==> config.mk <==
export PLATFORM = sky130hd
export DESIGN_NAME = vn_lut_update_ctrl
export DESIGN_NICKNAME = d
export VERILOG_FILES = /design/src/rtl/vn_lut_update_ctrl.sv
export SDC_FILE = /design/constraint.sdc
export NUM_CORES = 1
export LEC_CHECK = 0
export BUFFER_PORTS_ARGS = -buffer_cell sky130_fd_sc_hd__clkbuf_2
export CORE_MARGIN = 2
export CORE_UTILIZATION = 53
export DETAILED_ROUTE_END_ITERATION = 7
export GPL_ROUTABILITY_DRIVEN = 0
export PLACE_DENSITY = 0.83
export SLEW_MARGIN = 20
export SYNTH_ARGS = -nofsm -noshare
export SYNTH_HDL_FRONTEND = slang
export SYNTH_SLANG_ARGS = --single-unit
==> constraint.sdc <==
create_clock -name sys_clk -period 3.6 [get_ports sys_clk]
set_input_delay 0.72 -clock sys_clk [delete_from_list [all_inputs] [get_ports sys_clk]]
set_output_delay 0.72 -clock sys_clk [all_outputs]
set_load 0.01 [all_outputs]
==> src/rtl/vn_lut_update_ctrl.sv <==
// Reload sequencer for the symmetric VN LUT: drains in-flight VNU reads, then streams a fresh
// table into both write replicates while holding off new read grants.
module vn_lut_update_ctrl #(
  parameter int unsigned DEPTH  = 32,
  parameter int unsigned ADDR_W = 5,
  parameter int unsigned DATA_W = 3,
  parameter int unsigned RD_LAT = 3
) (
  input  logic              sys_clk,
  input  logic              rst,
  input  logic              load_req,
  input  logic              upd_valid,
  input  logic [DATA_W-1:0] upd_data,
  output logic              upd_ready,
  input  logic              rd_req_A,
  input  logic              rd_req_B,
  output logic              rd_gnt_A,
  output logic              rd_gnt_B,
  output logic              we,
  output logic [ADDR_W-1:0] page_write_addr_replicate_0,
  output logic [ADDR_W-1:0] page_write_addr_replicate_1,
  output logic [DATA_W-1:0] lut_in_bank0_replicate_0,
  output logic [DATA_W-1:0] lut_in_bank0_replicate_1,
  output logic              write_addr_offset_replicate_0,
  output logic              write_addr_offset_replicate_1,
  output logic              busy,
  output logic              table_valid,
  output logic              load_done,
  output logic [3:0]        lut_iter,
  output logic              load_overrun
);

  typedef enum logic [1:0] {
    StIdle,
    StDrain,
    StWrite,
    StDone
  } state_e;

  localparam logic [1:0]        RdLatCnt = 2'(RD_LAT);
  localparam logic [ADDR_W-1:0] LastPage = ADDR_W'(DEPTH - 1);

  state_e            state;
  logic [1:0]        inflight;
  logic [ADDR_W-1:0] wr_cnt;
  logic [ADDR_W-1:0] wr_addr;
  logic [DATA_W-1:0] wr_data;
  logic              any_gnt;

  // load_req wins over reads arriving in the same cycle, so no read slips in behind a reload.
  assign rd_gnt_A  = rd_req_A & (state == StIdle) & ~load_req;
  assign rd_gnt_B  = rd_req_B & (state == StIdle) & ~load_req;
  assign any_gnt   = rd_gnt_A | rd_gnt_B;
  assign upd_ready = (state == StWrite);
  assign busy      = (state != StIdle);

  // A single write register feeds both replicates so they can never diverge.
  assign page_write_addr_replicate_0   = wr_addr;
  assign page_write_addr_replicate_1   = wr_addr;
  assign lut_in_bank0_replicate_0      = wr_data;
  assign lut_in_bank0_replicate_1      = wr_data;
  assign write_addr_offset_replicate_0 = 1'b0;
  assign write_addr_offset_replicate_1 = 1'b0;

  always_ff @(posedge sys_clk) begin
    if (rst) begin
      state        <= StIdle;
      inflight     <= 2'd0;
      wr_cnt       <= '0;
      wr_addr      <= '0;
      wr_data      <= '0;
      we           <= 1'b0;
      table_valid  <= 1'b0;
      load_done    <= 1'b0;
      lut_iter     <= 4'd0;
      load_overrun <= 1'b0;
    end else begin
      we        <= 1'b0;
      load_done <= 1'b0;

      if (any_gnt) begin
        inflight <= RdLatCnt;
      end else if (inflight != 2'd0) begin
        inflight <= inflight - 2'd1;
      end

      if (load_req && (state != StIdle)) begin
        load_overrun <= 1'b1;
      end

      unique case (state)
        StIdle: begin
          if (load_req) begin
            state <= StDrain;
          end
        end
        StDrain: begin
          if (inflight == 2'd0) begin
            state       <= StWrite;
            table_valid <= 1'b0;
            wr_cnt      <= '0;
          end
        end
        StWrite: begin
          if (upd_valid) begin
            we      <= 1'b1;
            wr_addr <= wr_cnt;
            wr_data <= upd_data;
            wr_cnt  <= wr_cnt + ADDR_W'(1);
            if (wr_cnt == LastPage) begin
              state       <= StDone;
              load_done   <= 1'b1;
              table_valid <= 1'b1;
              lut_iter    <= lut_iter + 4'd1;
            end
          end
        end
        StDone: begin
          state <= StIdle;
        end
        default: begin
          state <= StIdle;
        end
      endcase
    end
  end

endmodule
==> results.md <==
- Synthesized area: about 1200 um^2
- Worst Path Buf+Inv: 2
- Layout Utilization: 61.4%
- Clk pwr share: between 10% and 20%
- # nets final: 177
- Seq/Total Area, Yosys: around 42%
- Most frequent cell after synthesis: dfxtp_1
- Placed cell count: 184
- Post-DP Area: 1290 um^2
- Status: complete, no violations
- Hold_sp: lut_in_bank0_replicate_0[2]$_SDFFE_PP0P_
- Post-route DRC: 0
- Pre-CTS setup slack: 1.47 ns
- Share of cells above drive strength 1: ~30%
- Htree depth: 1
- Setup_tns: 0 ns
- Non-filler cells, final: between 150 and 200
- Fin crit period: ~2.3 ns
- Largest net degree at the start of global routing: 26
- Combinational share of power: 41.1%
- Clk sinks: 25
- Clk buf depth: 2
- Area leader, netlist: dfxtp_1
- Maximum VDD drop: 0.473 mV
- Area share of the largest cell type after synthesis: a little over two fifths
- Buffers added on ports: 36
- Worst path cell trace: inv_1, ha_1, nor2b_1, and2_1, clkbuf_2
- Total gr overflow: 0
- 1st-iter DRT viols: 16
- Post-synth EDFFs: 0
- CTS tree: done
- Leakage: between 0.5 and 0.6 nW
- NetSw: between 0.2 and 0.3 mW
- Postcts setup bufs: 0
- Number of global-route vias before repair: 766
- Fmax: ~430 MHz
- Max Slew Vio Count: 0
- Ys async rst share: 0%
- Max-cap violation count: 0
- Antenna violations before repair: 0
- Vias per std cell: ~5.1
- Crit-path slowest cell: dfxtp_1
- CP top delay family: simple AND/OR/NAND/NOR gates
- Critical R2R Launch: state[0]$_SDFFE_PP0P_
- Sw Ratio: between 30 and 40%
- CTS Hold Bufs: 0
- Detail Route Antenna Nets: 0
- Post-DP HPWL: 1580 um
- Vias: about 950
- Inserted Diodes: 0
- Power Density: a little under 600 nW/um^2
- Die W: between 50 and 60 um
- Worst endpoint required time: around 2.9 ns
- Largest cells by area after synthesis: dfxtp_1 (42%), ha_1 (7.4%), a21oi_1 (6.4%)
- Mapped Cells: approximately 140
- Slowest stage delay, CP: around 0.36 ns
- Final wirelength: 2090 um
- FF+latch count, synth: 25
- Die Y: between 50 and 60 um
- Startpoint types: register
- Core area: between 2000 and 2500 um^2
- Final Power: 0.776 mW
- Cell Rows: 17
- Root buf cell: clkbuf_4
- Synth warnings: 0
- Crit Path Max Fanout: 4
- Seq pwr share: around 42%
- Crit path launch: state[0]$_SDFFE_PP0P_
- Tot GR Track Use: 16.5%
- RSZ-0062 raised after global routing: false
- Wire per inst: 11.1 um
- Starting density of the core: a little over half
- Final setup vio count: 0
- Syn_area_per_cell: 8.68 um^2
- Critical path data arrival time: between 1.5 and 2 ns
- Ys flop type: dfxtp_1
- Reg clk slew, reported paths: 0.14 ns
- Synth-to-layout area growth: 11.8%
- Synth unique cells: 33
- Path type of the worst setup path: register to output pin
- Post-synth top cells: dfxtp_1 (25), nand2_1 (18), a21oi_1 (15), nor2_1 (15), buf_4 (10)
- Worst hold path type: register to register
- Die area: 2620 um^2
- Post-route cell area: between 1000 and 1500 um^2
- Global-route wire length before repair: around 3300 um
- DRT Pass-1 Iters: 4
- Final hold vios: 0
- Hold slack: between 0.4 and 0.5 ns
- Clock Latency Late Sink: approximately 0.32 ns
- Fill cells: between 200 and 250
- CP endpoint kind: output pin
- I/O pins: 39
- Final worst slack: 1.29 ns
- Pint: 0.492 mW
- Num CTS Buffers: 3
- Final period util: about 64%
- Clock Skews: between 0.002 and 0.003 ns
- Post-cts sizing count: 0
==> flip-flops by register name (all words and copies together), names as in the netlist <==
register and flops:
we 1, lut_in_bank0_replicate_0 3, lut_iter 4, page_write_addr_replicate_0 5, wr_cnt 5, state 2, load_overrun 1, table_valid 1
inflight 2, load_done 1
==> power by group through the flow <==
| stage | registers, mW | clock network (mW) | logic [mW] |
|---|---|---|---|
| floorplan | 0.334 | 0 | 0.258 |
| global placement | 0.331 | 0 | 0.305 |
| detailed placement | 0.334 | 0 | 0.319 |
| CTS | 0.328 | 0.135 | 0.321 |
| global route | 0.331 | 0.142 | 0.355 |
| finish | 0.328 | 0.129 | 0.319 |
==> worst register-to-register path: cells and delay by family, from the launching register on <==
kind | cells | cell delay (ns)
buf+inv | 1 | 0.09
flops | 1 | 0.36
compound gates | 2 | 0.34
simple gates | 2 | 0.66
fa+ha+maj | 1 | 0.40
==> cell families (layout without fill, tap and decap cells) <==
logic type      Yosys count  after routing  share of synthesized area, %
simple gates             52             52                          21.3
flops                    25             25                          42.4
buf+inv                  23             46                          11.2
compound gates           21             21                          11.8
fa+ha+maj                 7              7                          7.41
xor+xnor                  4              4                          2.97
mux                       3              3                          2.65
other cells               1              2                         0.317
==> routing by layer <==
metal  part of all wire (%)  track usage, %  wire (um)  vias up
met1                     44            21.2        925      431
met3                    6.2            2.63        130        4
li1                       -               -          -      485
met2                     48            27.3        997       32
met5                      0               0          0        -
met4                    1.6            6.76         34        0
==> cells in the final DEF, fill, tap and decap left out, types with 2 or more instances in the layout <==
cell	instances
clkbuf_2	36
dfxtp_1	25
nand2_1	18
a21oi_1	15
nor2_1	15
nor3_1	7
ha_1	7
inv_1	6
xor2_1	3
clkbuf_4	3
and2_1	2
mux2i_1	2
a22oi_1	2
conb_1	2
==> final cells by class <==
class | instances | area, um^2 | area share (%)
multi-input combinational | 89 | 552 | 41.8
sequential | 25 | 500 | 37.9
clock buffer | 3 | 22.5 | 1.71
clock inverter | 1 | 7.51 | 0.569
inverter | 6 | 22.5 | 1.71
tap | 28 | 35.0 | 2.65
timing repair buffer | 36 | 180 | 13.6
==> worst paths after layout <==
path | cells past startpoint | end | slack (ns)
max | 5 | rd_gnt_A | 1.29
min | 2 | lut_in_bank0_replicate_0[2]$_SDFFE_PP0P_ | 0.48
max reg2reg | 6 | wr_cnt[2]$_SDFFE_PP0P_ | 1.68
min reg2reg | 2 | lut_in_bank0_replicate_0[2]$_SDFFE_PP0P_ | 0.48
No activity file was read; power rests on OpenSTA's default activity.
